**src/rtl/seq_1010_gen.sv**
```systemverilog
// seq_1010_gen: serializes a word MSB-first, optionally repeated with idle gaps, for a 1010 detector
// Ports: clk; reset (async, active low); start, data[WIDTH-1:0], len[3:0], rep[1:0] (request);
//        x (serial bit), valid (x carries data), busy (first bit through done), done (completion pulse)
module seq_1010_gen #(
  parameter int WIDTH = 8,
  parameter int GAP = 2
) (
  input  logic             clk,
  input  logic             reset,
  input  logic             start,
  input  logic [WIDTH-1:0] data,
  input  logic [3:0]       len,
  input  logic [1:0]       rep,
  output logic             x,
  output logic             valid,
  output logic             busy,
  output logic             done
);
  localparam int CW = WIDTH > 1 ? $clog2(WIDTH) : 1;
  localparam int GW = GAP > 1 ? $clog2(GAP) : 1;
  typedef enum logic [1:0] {IDLE, SHIFT, GAP_ST, DONE} state_t;
  state_t state, state_n;
  logic [WIDTH-1:0] word, word_n;
  logic [CW-1:0] top, top_n, cnt, cnt_n, len_top;
  logic [1:0] rc, rc_n;
  logic [GW-1:0] gc, gc_n;
  // index of the first bit sent: len of 0 or beyond WIDTH means a full word
  assign len_top = (len == 4'd0 || 32'(len) > WIDTH) ? CW'(WIDTH - 1) : CW'(len - 4'd1);
  always_comb begin
    state_n = state;
    word_n = word;
    top_n = top;
    cnt_n = cnt;
    rc_n = rc;
    gc_n = gc;
    case (state)
      IDLE: if (start) begin
        state_n = SHIFT;
        word_n = data;
        top_n = len_top;
        cnt_n = len_top;
        rc_n = rep;
      end
      SHIFT: if (cnt != '0) cnt_n = cnt - CW'(1);
      else if (rc != 2'd0) begin
        rc_n = rc - 2'd1;
        cnt_n = top;
        gc_n = GW'(GAP > 0 ? GAP - 1 : 0);
        state_n = GAP > 0 ? GAP_ST : SHIFT;
      end else state_n = DONE;
      GAP_ST: if (gc == '0) state_n = SHIFT;
      else gc_n = gc - GW'(1);
      DONE: state_n = IDLE;
    endcase
  end
  // outputs are a registered decode of the current state, so they trail the state by one edge
  always_ff @(posedge clk or negedge reset) begin
    if (!reset) begin
      state <= IDLE;
      word <= '0;
      top <= '0;
      cnt <= '0;
      rc <= '0;
      gc <= '0;
      x <= 1'b0;
      valid <= 1'b0;
      busy <= 1'b0;
      done <= 1'b0;
    end else begin
      state <= state_n;
      word <= word_n;
      top <= top_n;
      cnt <= cnt_n;
      rc <= rc_n;
      gc <= gc_n;
      x <= state == SHIFT && word[cnt];
      valid <= state == SHIFT;
      busy <= state != IDLE;
      done <= state == DONE;
    end
  end
endmodule

```
**config.mk**
```make
export PLATFORM = sky130hd
export DESIGN_NAME = seq_1010_gen
export DESIGN_NICKNAME = d
export VERILOG_FILES = /design/src/rtl/seq_1010_gen.sv
export SDC_FILE = /design/constraint.sdc
export NUM_CORES = 1
export LEC_CHECK = 0
export CAP_MARGIN = 20
export CELL_PAD_IN_SITES_DETAIL_PLACEMENT = 1
export CELL_PAD_IN_SITES_GLOBAL_PLACEMENT = 2
export CORE_ASPECT_RATIO = 0.9
export CORE_MARGIN = 5
export CORE_UTILIZATION = 35
export CTS_CLUSTER_DIAMETER = 30
export DETAILED_ROUTE_END_ITERATION = 16
export GPL_TIMING_DRIVEN = 0
export PLACE_DENSITY = 0.92
export SKIP_CTS_REPAIR_TIMING = 1
export SLEW_MARGIN = 25
export SYNTH_ARGS = -nofsm -noshare
export SYNTH_HDL_FRONTEND = slang
export SYNTH_SLANG_ARGS = --single-unit
```
**constraint.sdc**
```tcl
create_clock -name clk -period 2.5 [get_ports clk]
set_input_delay 0.75 -clock clk [delete_from_list [all_inputs] [get_ports clk]]
set_output_delay 0.75 -clock clk [all_outputs]
set_load 0.01 [all_outputs]
```
# == Yosys cells after proc, flatten, opt, wreduce, memory -nomap -nowiden ==
# Index checks and enable logic that the tools add are counted.
# classes
mux,20
eq_ne,8
n_reduce_logical,14
addsub,4
order_cmp,2
# op_table
cell,count
two-way mux 2 bit,6
two-way mux 3 bit,4
AND reduction 3 bit,3
inequality test 2 bit (second input constant),4
case mux 2 bit (4 select lines),1
nonzero test 2 bit,4
case mux 3 bit (2 select lines),1
subtractor 3 x 1 -> 3 bit (second input constant),2
two-way mux 1 bit,5
== test 2 bit (second input constant),2
greater-than comparator 4 bit (second input constant),1
zero test 4 bit,1
< comparator 3 x 4 -> 1 bit (second input constant),1
case mux 2 bit (2 select lines),1
AND reduction 4 bit,1
binary-select mux 1 bit (select 3 bit),1
inequality test 3 bit (second input constant),1
nonzero test 3 bit,1
== test 2 x 1 -> 1 bit (second input constant),1
zero test 2 bit,1
case mux 1 bit (2 select lines),1
AND reduction 2 bit,1
subtractor 2 x 1 -> 2 bit (second input constant),1
logical AND 1 bit,1
2 further kinds,2
# totals
output_inout_bits,4
input_bits,17
elab_cells,58
ff_bits,23

# == Longest topological paths before layout ==
# Gate-level depths: netlist of run 1.
# logic_depth
ltp_word,5
mapped_depth,6
ltp_nobuf,6

# == Least setup slack after synthesis of run 1 ==
# Ideal clock, no wire load.
# synth_path
path_kind,input to register
startpoint,in len[0]
endpoint,reg cnt[1]
t_arrival_ps,1556
slack_ps,823
setup_time_ps,121
path_buffers,0
cell_stages,6
t_required_ps,2379
cell_sequence,inv_1 > ha_1 > nor2b_1 > xnor2_1 > a31oi_1 > a22o_1
# synth_via
elab_chain_cells,5
elab_cells_between_ends,7
cone_classes,add/sub: 1; order compare: 1; mux: 3; reduce/logical: 2
# synth_lines
element,line,rtl
start: declaration,12,"input logic [3:0] len,"
greater-than comparator 4 bit / zero test 4 bit (equally long branches),28,assign len_top = (len == 4'd0 || 32'(len) > WIDTH) ? CW'(WIDTH - 1) : CW'(len - 4'd1);
logical OR 1 bit,28,
two-way mux 3 bit (*),28,
two-way mux 3 bit (*),37,IDLE: if (start) begin
case mux 3 bit (2 select lines) (*),36,case (state)
end signal: assignment,73,cnt <= cnt_n;
end: declaration,24,"logic [CW-1:0] top, top_n, cnt, cnt_n, len_top;"
# Every way passes the cells marked *; elsewhere a longest branch is shown, timed or not. The select of a mux whose other input is x is not followed.
# A chain may end at the register's enable or synchronous reset.

# == Worst setup path in the final report of run 1 ==
# layout_path
startpoint,in start
endpoint,reg word[3]
# layout_via
elab_chain_cells,1
# layout_lines
element,line,rtl
start: declaration,10,"input logic start,"
AND reduction 2 bit (no source line),--,
end signal: assignment,71,word <= word_n;
end: declaration,23,"logic [WIDTH-1:0] word, word_n;"
# No other way between the ends.

==> results of run 1 <==
## cell usage in the layout (no fill, tap or decap)
cell,instances
nor3b_2,1
nand2b_4,1
and2_1,1
nor3_1,1
o22ai_1,3
o211ai_1,1
o311ai_1,1
mux2_1,5
or2_2,1
mux2_2,3
buf_4,1
nor4b_1,1
a22o_1,1
a21oi_1,4
o31ai_1,2
ha_1,4
clkbuf_8,3
xnor2_1,1
o21ai_0,6
nor2b_1,2
a31oi_1,2
inv_1,12
nor3b_1,1
nor2b_2,1
dfrtp_1,23
clkdlybuf4s50_1,19
nor2_1,7
nand2_1,7
clkbuf_1,1
o22a_1,1
buf_2,3
mux4_1,2
o31a_1,1
a311o_1,1
mux2i_1,4
## state kept, by name, indices dropped and copies added, names as in the netlist
| signal | count |
|---|---|
| gc | 1 |
| busy | 1 |
| top | 3 |
| rc | 2 |
| x | 1 |
| done | 1 |
| state | 2 |
| word | 8 |
| cnt | 3 |
| valid | 1 |
## synthesized netlist by cell type
master	n	area (um^2)
dfrtp_1	23	576
inv_1	12	45.0
nand2_1	7	26.3
nor2_1	7	26.3
o21ai_0	6	30.0
mux2_1	5	56.3
a21oi_1	4	20.0
ha_1	4	50.1
mux2i_1	4	40.0
mux2_2	3	33.8
o22ai_1	3	18.8
a31oi_1	2	12.5
buf_2	2	10.0
mux4_1	2	52.6
nor2b_1	2	12.5
o31ai_1	2	15.0
a22o_1	1	8.76
a311o_1	1	10.0
and2_1	1	6.26
buf_4	1	7.51
nand2b_4	1	13.8
nor2b_2	1	8.76
nor3_1	1	5.00
nor3b_1	1	7.51
nor3b_2	1	12.5
nor4b_1	1	8.76
o211ai_1	1	7.51
o22a_1	1	8.76
o311ai_1	1	8.76
o31a_1	1	8.76
or2_2	1	6.26
xnor2_1	1	8.76
## layer usage
layer  GRT usage [%]  up-vias  wire length (um)
li1                -      414                 -
met1            16.2      462              1230
met2            22.2       13              1380
met3            2.78        4                64
met4            4.69        0                42
met5               0        -                 0
## through the flow
step	area (um^2)	utilization, %
after floorplan	1160	-
after detailed placement	1420	45.4
after CTS	1460	46.9
after global placement	1420	45.4
after global routing	1460	46.7
final	1460	46.7
## report_power, final
group	internal [W]	switching, W	total, W
clock	0.000114	0.000116	0.000230
combinational	0.000429	0.000428	0.000856
sequential	0.000559	0.000129	0.000688
total	0.00110	0.000673	0.00177
## cells by family after synthesis
kind of cell               synth area share, %
muxes                                     15.7
AOI/OAI and AO/OA                         12.8
and+or+nand+nor                           11.5
adders and majority gates                 4.31
buffers and inverters                     5.38
DFF                                       49.5
xor gates and xnor gates                 0.754
## layout make-up
class | instances | area (um^2) | share of cell area (%)
buffer | 3 | 17.5 | 1.20
tap | 42 | 52.6 | 3.61
timing repair buffer | 20 | 195 | 13.4
clock buffer | 4 | 45.0 | 3.10
inverter | 12 | 45.0 | 3.10
multi-input combinational | 66 | 524 | 36.0
sequential | 23 | 576 | 39.6
## worst paths after layout
kind,start,slack (ns),end
min in group clk,word[0],0.48,word[0]
min reg2reg,word[0],0.48,word[0]
max in group asynchronous,reset,1.69,busy
max reg2reg,cnt[1],0.69,cnt[1]
max,start,0.23,word[3]
min,reset,0.45,word[1]
==> metrics.txt, run 1 <==
Yosys warning total 0; CP Depth 4; number of synthesized register bits 23; GPL Wtd Cong 0.716; Buf/Inv on CP 2; CP required 2.65 ns; Net Count, Synth 125; Critical Path AT 2.42 ns; H-Tree Depth 1; CP max stage delay 0.58 ns; layout cells sized above 1 10.9%; CTS tree yes; Global Route Usage Sum 13.0%; worst-path cell chain clkdlybuf4s50_1 -> nor3b_2 -> buf_4 -> mux2_1; Filler cells 362; Mapped Area 1160 um^2; I/O pin total 21; TritonCTS Buffers 3; CTS root buf clkbuf_8; PortBufs 20; core area 3110 um^2; placed cells 166; Residual DRC 0; Die ar. 4580 um^2; Max Clk Rate 441 MHz; slew margin rel. 65.0%; worst slew pin tran 0.525 ns; Routed Antenna Nets 0; pins over their slew limit 0; Die W 70.7 um; num rows 19; Synth cell types 32; Worst path top cell family by delay buffers and inverters; ANT cells 0; First DRT Iteration DRCs 26; Die Height 64.7 um; Worst-Skew Late Latency 0.27 ns; syn_area_per_cell 11.2 um^2; Synth-to-Final Area Change 25.2%; Crit. End Element flip-flop; vias per cell 5.25; initial antenna violation count 0; clk buf depth 2; outcome completed; Synth Instances 104; DP Worst Slack -0.0498 ns; count of final setup violators 0; setup TNS 0 ns; final hold violation count 0; Worst Clk Skew 0.00473 ns; first-pass GRT wire length 4760 um; pwr dens 1220 nW/um^2; Static Leak 0.645 nW; DR vias 893; fin cells 170; clock sink count 23; Total Power 0.00177 W; vias in the first global route 1,046; part of the cycle the worst path needs 90.7%; Final WS setup 0.234 ns; unrepaired setup endpoints after global routing false; WL/cell 16.0 um; Tightest Hold Check Type in -> async; Worst-path clk slew 0.08 ns; VDD IR max 384 uV; Slowest cell on crit path clkdlybuf4s50_1; post-DP HPWL 2100 um; Initial Util 37.3%; Final min period 2.27 ns; First-pass DRT Iterations 4; nets 150; crit-path max FO 10; maxcap violations 0; Seq/Total Area, Yosys 49.5%; Startpoint Class primary input; grt ovf 0; WHS 0.448 ns; largest net degree at the start of global routing 24; Total Wirelength 2710 um; Reg2Reg Depth 6; crit path kind in -> reg
Note: power is estimated with default switching activity, not from simulation.
==> run 2, diff against run 1 <==
SKIP_CTS_REPAIR_TIMING = not set   (was 1)
==> results of run 2 <==
Same layout as run 1: the final DEF is identical, and so are final timing and power.
==> run 3, diff against run 2 <==
CELL_PAD_IN_SITES_GLOBAL_PLACEMENT = 1   (was 2)
CORE_MARGIN = not set   (was 5)
PLACE_DENSITY = 0.79   (was 0.92)
==> run 3 against run 2 <==
  * Design area unchanged
  * Routed wire length decreased by 8.9%
  * First-iteration DRC count up 15%
  * Flip-flop and latch count unchanged
  * Core utilization stayed put
  * Largest power group unchanged
==> metrics.txt, run 3 (synthesized netlist as in run 1, its figures left out) <==
ANT cells 0; vias per cell 5.13; crit-path max FO 10; Worst-path clk slew 0.08 ns; clk buf depth 2; Reg area 576 um^2; setup TNS 0 ns; Largest Register word; area of the multi-input gates 524 um^2; vias in the first global route 917; initial antenna violation count 0; slew margin rel. 64.8%; worst slew pin tran 0.527 ns; Crit. End Element flip-flop; Die Height 56.7 um; Worst Clk Skew 0.00157 ns; grt ovf 0; Max Clk Rate 439 MHz; DR vias 872; CTS tree yes; Die W 62.7 um; core area 3110 um^2; num rows 19; first-pass GRT wire length 4300 um; Die ar. 3560 um^2; pwr dens 1210 nW/um^2; most common cell after layout, fill and taps aside dfrtp_1; nets 150; WL/cell 14.5 um; outcome completed; Synth-to-Final Area Change 25.2%; largest net degree at the start of global routing 24; Critical Path AT 2.43 ns; Routed Antenna Nets 0; Post-CTS Setup Bufs 0; final hold violation count 0; CP required 2.65 ns; VDD IR max 307 uV; fin cells 170; unrepaired setup endpoints after global routing false; post_cts resized 0; Residual DRC 0; top flop regs word (8), cnt (3), top (3); TritonCTS Buffers 3; First-pass DRT Iterations 4; Initial Util 37.3%; clock sink count 23; PortBufs 20; CTS root buf clkbuf_8; Final min period 2.28 ns; Total Wirelength 2470 um; post-DP HPWL 1840 um; hold buffers post-CTS 0; GPL Wtd Cong 0.736; placed cells 166; Filler cells 340; maxcap violations 0; most frequent cells in the layout dfrtp_1 (23), clkdlybuf4s50_1 (19), inv_1 (12); Worst-Skew Late Latency 0.26 ns; First DRT Iteration DRCs 30; Startpoint Class primary input; Final WS setup 0.220 ns; layout cells sized above 1 10.9%; I/O pin total 21; pins over their slew limit 0; Total Power 0.00176 W; Static Leak 0.645 nW; crit path kind in -> reg; part of the cycle the worst path needs 91.2%; Tightest Hold Check Type in -> async; count of final setup violators 0; H-Tree Depth 1; DP Worst Slack -0.0510 ns; max FFs per register 8; Global Route Usage Sum 15.9%
run 3: critical path, cell delays in order:
cell	delay, ns
clkdlybuf4s50_1	0.60
nor3b_2	0.47
buf_4	0.27
mux2_1	0.33
run 3: metal layers:
metal	routed length, um	part of all wire [%]	track usage (%)
met4	54	2.2	7.31
met3	60	2.4	1.83
met2	1190	48	25.2
met1	1170	47	21.9
met5	0	0	0
run 3: through the flow:
step	util (%)	area, um^2	hold slack, ns
detailed placement	45.4	1420	0.471
global route	46.7	1460	0.490
finish	46.7	1460	0.454
floorplan	-	1160	0.449
CTS	46.9	1460	0.490
global placement	45.4	1420	0.465
run 3: cell type report:
cell class | instances | area share [%]
clock buffers | 4 | 3.10
well taps | 42 | 3.61
multi-input cells | 66 | 36.0
flip-flops and latches | 23 | 39.6
repair buffers | 20 | 13.4
inverters | 12 | 3.10
plain buffers | 3 | 1.20
run 3: where the power goes:
part           internal [W]  switching (W)
clock network      0.000114       0.000116
registers          0.000558       0.000126
logic              0.000430       0.000416
total               0.00110       0.000658
run 3: final timing paths:
kind | start | end | slack (ns) | depth (start not counted)
max | start | word[1] | 0.22 | 4
min | reset | word[3] | 0.45 | 1
max reg2reg | cnt[1] | cnt[1] | 0.62 | 6
min reg2reg | word[7] | word[7] | 0.48 | 1
max in group asynchronous | reset | top[2] | 1.69 | 1
min in group clk | word[7] | word[7] | 0.48 | 1
